==> config.mk <==
export PLATFORM = sky130hd
export DESIGN_NAME = grf_wb_arbiter
export DESIGN_NICKNAME = d
export VERILOG_FILES = /design/src/rtl/grf_wb_arbiter.sv
export SDC_FILE = /design/constraint.sdc
export NUM_CORES = 1
export LEC_CHECK = 0
export BUFFER_PORTS_ARGS = -buffer_cell sky130_fd_sc_hd__buf_2
export CAP_MARGIN = 5
export CORE_ASPECT_RATIO = 0.8
export CORE_MARGIN = 4
export CORE_UTILIZATION = 56
export DETAILED_ROUTE_END_ITERATION = 12
export PLACE_DENSITY_LB_ADDON = 0.15
export SYNTH_ARGS = -nofsm -noshare
export SYNTH_HDL_FRONTEND = slang
export SYNTH_SLANG_ARGS = --single-unit
export TNS_END_PERCENT = 30
==> constraint.sdc <==
create_clock -name clk -period 10.5 [get_ports clk]
set_input_delay 1.575 -clock clk [delete_from_list [all_inputs] [get_ports clk]]
set_output_delay 1.575 -clock clk [all_outputs]
set_load 0.01 [all_outputs]
==> src/rtl/grf_wb_arbiter.sv <==
// Shares the register file write port between the W stage (priority) and a queued auxiliary source.
// Pipe writes pass through combinationally; aux writes drain from a FIFO, with a one-cycle pipe_hold on starvation.
module grf_wb_arbiter #(
    parameter int DEPTH      = 2,
    parameter int STARVE_MAX = 4
) (
    input  logic                       clk,
    input  logic                       reset,
    input  logic                       pipe_we,
    input  logic [4:0]                 pipe_a3,
    input  logic [31:0]                pipe_wd,
    input  logic [31:0]                pipe_pc,
    input  logic                       aux_valid,
    output logic                       aux_ready,
    input  logic [4:0]                 aux_a3,
    input  logic [31:0]                aux_wd,
    input  logic [31:0]                aux_pc,
    output logic                       grf_we,
    output logic [4:0]                 grf_a3,
    output logic [31:0]                grf_wd,
    output logic [31:0]                grf_pc,
    output logic                       pipe_hold,
    output logic [31:0]                aux_busy,
    output logic [$clog2(DEPTH+1)-1:0] aux_count
);

    localparam int AW = (DEPTH > 1) ? $clog2(DEPTH) : 1;
    localparam int CW = $clog2(DEPTH + 1);

    logic [4:0]    a3_q [DEPTH];
    logic [4:0]    a3_d [DEPTH];
    logic [31:0]   wd_q [DEPTH];
    logic [31:0]   wd_d [DEPTH];
    logic [31:0]   pc_q [DEPTH];
    logic [31:0]   pc_d [DEPTH];
    logic [AW-1:0] wr_ptr_q, wr_ptr_d;
    logic [AW-1:0] rd_ptr_q, rd_ptr_d;
    logic [CW-1:0] count_q, count_d;
    logic [3:0]    starve_q, starve_d;
    logic          hold_q, hold_d;

    logic head_vld, grant_head, grant_pipe, blocked, push;
    logic [AW-1:0] offset;

    assign aux_ready = !reset && (count_q < CW'(DEPTH));
    assign pipe_hold = hold_q;
    assign aux_count = count_q;

    always_comb begin
        head_vld   = (count_q != '0);
        // While holding, the head wins even if upstream wrongly keeps pipe_we high; that pipe write is lost.
        grant_head = !reset && head_vld && (hold_q || !pipe_we);
        grant_pipe = !reset && !grant_head && pipe_we;
        blocked    = head_vld && grant_pipe;
        push       = aux_valid && aux_ready;

        grf_we = grant_head || grant_pipe;
        grf_a3 = 5'd0;
        grf_wd = 32'd0;
        grf_pc = 32'd0;
        if (grant_head) begin
            grf_a3 = a3_q[rd_ptr_q];
            grf_wd = wd_q[rd_ptr_q];
            grf_pc = pc_q[rd_ptr_q];
        end else if (grant_pipe) begin
            grf_a3 = pipe_a3;
            grf_wd = pipe_wd;
            grf_pc = pipe_pc;
        end

        a3_d     = a3_q;
        wd_d     = wd_q;
        pc_d     = pc_q;
        wr_ptr_d = wr_ptr_q;
        rd_ptr_d = rd_ptr_q;
        if (push) begin
            a3_d[wr_ptr_q] = aux_a3;
            wd_d[wr_ptr_q] = aux_wd;
            pc_d[wr_ptr_q] = aux_pc;
            wr_ptr_d       = wr_ptr_q + AW'(1);
        end
        if (grant_head) begin
            rd_ptr_d = rd_ptr_q + AW'(1);
        end
        count_d = count_q + CW'(push) - CW'(grant_head);

        starve_d = starve_q;
        if (!head_vld || grant_head) begin
            starve_d = 4'd0;
        end else if (blocked && starve_q != 4'hF) begin
            starve_d = starve_q + 4'd1;
        end

        hold_d = hold_q;
        if (grant_head) begin
            hold_d = 1'b0;
        end else if (blocked && starve_q == 4'(STARVE_MAX - 1)) begin
            hold_d = 1'b1;
        end
    end

    // An entry is live when its distance from the read pointer is below the count.
    always_comb begin
        aux_busy = 32'd0;
        offset   = '0;
        for (int i = 0; i < DEPTH; i++) begin
            offset = AW'(i) - rd_ptr_q;
            if ((CW'(offset) < count_q) && (a3_q[i] != 5'd0)) begin
                aux_busy[a3_q[i]] = 1'b1;
            end
        end
        aux_busy[0] = 1'b0;
    end

    always_ff @(posedge clk or posedge reset) begin
        if (reset) begin
            a3_q     <= '{default: '0};
            wd_q     <= '{default: '0};
            pc_q     <= '{default: '0};
            wr_ptr_q <= '0;
            rd_ptr_q <= '0;
            count_q  <= '0;
            starve_q <= 4'd0;
            hold_q   <= 1'b0;
        end else begin
            a3_q     <= a3_d;
            wd_q     <= wd_d;
            pc_q     <= pc_d;
            wr_ptr_q <= wr_ptr_d;
            rd_ptr_q <= rd_ptr_d;
            count_q  <= count_d;
            starve_q <= starve_d;
            hold_q   <= hold_d;
        end
    end

endmodule

Word level (Yosys, flattened, before mapping)
Cells that the tools add are included.
Storage, ports and cells
  flip-flop bits (word level): 147
  input port bits: 142
  output and inout bits: 106
  word-level logic and storage cells: 91
Operators by class
  add/subtract/negate cells: 7
  $lt $le $gt $ge: 10
  equal/unequal tests: 2
  multiplexer cells: 32
  bitwise gates (word level): 3
  reductions and logical operators: 26
Operator list (number)
  32-bit two-way mux: 13
  64-bit bitwise mux: 2
  32-bit demux with 1-bit select: 1
  32-bit bitwise OR: 1
  5-bit two-way mux: 6
  1-bit logical AND: 14
  5-bit by 6-bit less-than comparator with 1-bit output, second input constant: 2
  10-bit bitwise mux: 1
  1-bit demux with 5-bit select: 2
  5-bit by 1-bit greater-or-equal comparator with 1-bit output, second input constant: 2
  5-bit nonzero test: 2
  4-bit two-way mux: 2
  2-bit nonzero test: 3
  5-bit demux with 1-bit select: 1
  4-bit by 1-bit adder with 4-bit output, second input constant: 1
  4-bit by 2-bit == test with 1-bit output, second input constant: 1
  2-bit greater-or-equal comparator, second input constant: 2
  1-bit zero test: 4
  1-bit by 2-bit less-than comparator with 1-bit output: 2
  1-bit two-way mux: 4
  4-bit inequality test, second input constant: 1
  1-bit NOT with 2-bit output: 2
  1-bit logical OR: 3
  1-bit adder, second input constant: 2
  5 further kinds: 6

Depth between registers and ports, before layout
  word-level depth: 10
  depth in mapped cells: 10
  depth with buffers taken out: 7

Least setup slack after synthesis
OpenSTA, ideal clock, no wires.
  path type: input to output
  start: input port pipe_we
  end: output port grf_a3[0]
  arrival time: 2.746 ns
  required time: 8.925 ns
  path slack: 6.179 ns
  cell stages on the path: 5
  path buffers: 2
  cells stage by stage: nor2b_1 nor3_1 clkbuf_1 buf_2 mux2i_1
On the way
  cells in the longest elaborated chain, start to end: 8
RTL lines
  from (decl): line 9  | input logic pipe_we,
  1-bit zero test: line 52  | grant_head = !reset && head_vld && (hold_q || !pipe_we);
  1-bit logical OR: line 52
  1-bit logical AND: line 52
  1-bit zero test: line 53  | grant_pipe = !reset && !grant_head && pipe_we;
  1-bit logical AND (2 in a row): line 53
  5-bit two-way mux: line 65  | end else if (grant_pipe) begin
  5-bit two-way mux *: line 61  | if (grant_head) begin
  to (decl): line 19  | output logic [4:0] grf_a3,
Every way passes the cells marked *; elsewhere a longest branch is shown, timed or not.

Worst setup path in the final report
  start: input port reset
  end: output port grf_pc[18]
On the way
  cells in the longest elaborated chain, start to end: 8
RTL lines
  from (decl): line 8  | input logic reset,
  1-bit zero test (no source line) *
  1-bit logical AND (2 in a row): line 52
  1-bit zero test: line 53
  1-bit logical AND (2 in a row): line 53
  32-bit two-way mux: line 65
  32-bit two-way mux *: line 61
  to (decl): line 21  | output logic [31:0] grf_pc,
Marks and branches as above.

==> results.md <==
Global routing:
- For met2 alone, demand over resource in global routing was 0.426.
- Across every metal layer, demand over resource in global routing totals 0.239.
- The most used routing layer is met2.
- The first global-routing pass estimated about 30000 um of wire.
- The largest net degree at the start of global routing is 80.
- The total overflow left after global routing is 0.
- The number of global-route vias before repair is 6220.
- The global routing met1 resource utilization is 0.288.
- In the global route stage, met3 resource usage came out at 0.0700.
- The initial antenna violation count came to 1.

STA:
- The number of hold violations in the final report is 0.
- Counting I/O delays and the setup requirement, the final critical path takes about 4900 ps.
- The timing-limited maximum frequency is between 200 and 250 MHz.
- The final period utilization is 0.464.
- At the pin with the least slew margin, the transition time is 989 ps.
- Setup slack closes at between 5000 and 6000 ps.
- The number of max-slew violations in the final report is 0.
- The clock arrives with ~6.8 ps of skew.
- The setup TNS after final layout is 0 ps.
- Setup violations remaining at the end of the flow were counted as 0.
- Measured against its own limit, the worst slew margin works out to 0.340.
- Setup repair after global routing left no endpoint under its margin.

Clock network:
- The post-CTS setup-driven buffer insertion count is 0.
- No sink is reached through more buffers than the 2 on the longest clock path.
- At the later pin of the worst-skew pair, clock insertion delay measures roughly 410 ps.
- The clock tree from TritonCTS is done.
- The H-tree was split into 4 levels.
- The number of hold buffers added after CTS is 0.
- After clock tree synthesis, the clock-pin slew on the worst setup and hold paths is approximately 60 ps.
- Clock tree synthesis inserted a total of 17 buffers.
- In this run, post-CTS repair resized a total of 0 instances.
- The clock sink total is about 150.
- The clock tree root buffer cell is sky130_fd_sc_hd__clkbuf_16.

Logic synthesis:
- By area the synthesized netlist is led by sky130_fd_sc_hd__dfrtp_1 (47%), sky130_fd_sc_hd__mux2_2 (18%), sky130_fd_sc_hd__mux2i_1 (18%), sky130_fd_sc_hd__nand2_1 (3.6%), sky130_fd_sc_hd__o22ai_1 (2.5%).
- The synthesized design contains 0 enable-type register cells.
- In this run, synthesis produced a sequential element count of 147.
- Yosys printed 0 warnings.
- Averaged over all synthesized cells, the footprint is 12.0 um^2.
- The total nets after synthesis is 796.
- After synthesis the cells add up to approximately 0.0078 mm^2.
- The cell count after synthesis is ~650.
- The share of synthesized area in the top cell type comes to 0.471.
- The count of distinct cell types in the synthesized netlist is 38.
- The biggest area contributor in the post-synthesis netlist is sky130_fd_sc_hd__dfrtp_1.
- The fraction of registers with async set or reset after synthesis is 1.00.
- For this run, the leading register cell type out of synthesis is sky130_fd_sc_hd__dfrtp_1.
- The share of the Yosys chip area taken by registers is 0.471.

Power:
- The reported leakage power is 4.68 nW.
- The peak supply drop is between 100 and 150 uV.
- Of the total power, registers draw 0.395.
- For this design the total switching power over the nets is ~0.0009 W.
- Dividing total power by cell area gives a power density of approximately 280 mW/mm^2.
- The clock network fraction of total power is 0.223.
- The design internal power is 0.00177 W.
- The total chip power is ~0.0027 W.
- Of the total power, combinational logic draws 0.382.
- The switching share of power is 0.341.

Critical path:
- The worst setup path is of the in -> out kind.
- The worst path arrival time is 3300 ps.
- STA classifies the critical path endpoint as an output port.
- The highest net fanout along the worst path is 50.
- The sort of element at the start of the critical path is an input pin.
- Data on the critical path is required at its endpoint by ~8900 ps.

Die:
- For this configuration, the core starts out at a cell density of 0.575.
- The die outline width is around 140 um.
- The I/O pin total is about 250.
- The floorplan die area is roughly 0.016 mm^2.
- From bottom edge to top edge, the die measures between 100 and 150 um.
- The total area inside the core boundary comes to ~0.014 mm^2.
- After floorplanning, the core was divided into 38 placement rows.

Final layout:
- The utilization of the core after routing is 0.714.
- The fraction of layout instances using a drive strength above 1 is 0.474.
- The net count reported at finish is 1020.
- The area growth from synthesis to layout is 24.1%.

Placement:
- In this run the tool buffered the top-level ports with approximately 250 buffer cells.
- The wire-length estimate of the detail-placed layout is approximately 14000 um.
- The final weighted congestion of routability-driven global placement is 0.958.
- The pre-CTS setup slack is 5620 ps.

Routing:
- The first TritonRoute pass finished after 4 iterations.
- The total routed wirelength is 18800 um.
- The ratio of routed vias to standard cells is approximately 5.5.
- For this block, the initial DRC count from the detailed router was around 340.
- The routed length per instance is roughly 18 um.
- The final route contains 5913 vias.
- The number of routed nets with antenna violations is 0.
- The post-route DRC violation count is 0.

Run:
- The max-cap check violation count is 0.

Outcome:
- The flow ran to the end, and the final reports show no timing, DRC or antenna violations.

Hold path:
- The min-delay analysis places its worst path in the category reg -> reg.
-- final cells by class --
type | count | area (um^2)
antenna | 2 | 5.00
timing repair buffer | 254 | 1290
fill | 973 | 3890
sequential | 147 | 3680
clock inverter | 7 | 97.6
tap | 180 | 225
multi-input combinational | 451 | 3880
inverter | 4 | 20.0
clock buffer | 24 | 502
-- worst max-delay path, cell delays in order --
cell	delay (ps)
sky130_fd_sc_hd__buf_2	170
sky130_fd_sc_hd__nor2b_4	490
sky130_fd_sc_hd__buf_4	560
sky130_fd_sc_hd__nand2_1	140
sky130_fd_sc_hd__mux2i_1	170
sky130_fd_sc_hd__buf_2	160
-- cell usage after synthesis (all sizes together) (2+ instances only) --
cell,n
dfrtp,147
mux2,138
mux2i,138
nand2,76
o22ai,31
buf,27
clkbuf,22
nand3b,9
nor2,9
nor2b,6
a21oi,5
nand3,5
o21ai,5
inv,4
and3,3
ha,3
nand2b,3
or3,3
xnor2,3
or2,2
or3b,2
-- sequential cells by signal, summed over array words and instances, names as in the netlist --
name       cells
pc_q          64
wd_q          64
a3_q          10
starve_q       4
aux_count      2
pipe_hold      1
rd_ptr_q       1
wr_ptr_q       1
-- power by group through the flow --
stage	Combinational [W]	Clock, W	Sequential (W)
finish	0.00103	0.000600	0.00106
global route	0.00112	0.000640	0.00110
CTS	0.00104	0.000612	0.00106
detailed placement	0.00104	0	0.00107
global placement	0.00100	0	0.00104
floorplan	0.000827	0	0.000959
-- cells by family (layout without fill, tap and decap cells) --
kind of cell    count (synthesis)  count (layout)  share of synthesized area
buf+inv                        53             289                     0.0347
compound gates                 46              46                     0.0363
simple gates                  121             121                     0.0731
mux                           276             276                      0.375
fa+ha+maj                       3               3                    0.00480
other cells                     1               3                   0.000480
flops                         147             147                      0.471
xor+xnor                        4               4                    0.00448
-- cells in the final DEF (no fill, tap or decap), types with 8 or more instances in the layout --
master                        n
sky130_fd_sc_hd__buf_2      246
sky130_fd_sc_hd__dfrtp_1    146
sky130_fd_sc_hd__mux2i_1    138
sky130_fd_sc_hd__mux2_2     128
sky130_fd_sc_hd__nand2_1     76
sky130_fd_sc_hd__o22ai_1     31
sky130_fd_sc_hd__clkbuf_16   17
sky130_fd_sc_hd__mux2_1      10
sky130_fd_sc_hd__nand3b_1     9
sky130_fd_sc_hd__nor2_1       8
sky130_fd_sc_hd__buf_4        8
-- metal layers --
layer | share of wire | vias up
li1 | - | 2786
met1 | 0.41 | 2896
met3 | 0.064 | 25
met5 | 0 | -
met4 | 0.018 | 0
met2 | 0.51 | 206
-- metrics by stage --
stage / std cells / hold slack (ps) / cell area, um^2
floorplan: 651 / 457 / 7820
global placement: 1036 / 468 / 9100
detailed placement: 1036 / 475 / 9100
CTS: 1067 / 492 / 9700
global route: 1068 / 512 / 9700
finish: 1069 / 489 / 9700
-- worst paths after layout --
| path | slack [ps] | to | cells after the start | start |
|---|---|---|---|---|
| worst min-delay path | 490 | wd_q[38] | 1 | wd_q[38] |
| max in group asynchronous | 7740 | a3_q[0] | 3 | reset |
| min in group asynchronous | 1320 | pipe_hold | 2 | reset |
| worst max register to register | 7820 | wd_q[62] | 4 | aux_count[1] |
| worst min register to register | 490 | wd_q[38] | 1 | wd_q[38] |
| worst max-delay path | 5630 | grf_pc[18] | 6 | reset |
(Power assumes the default switching activity.)
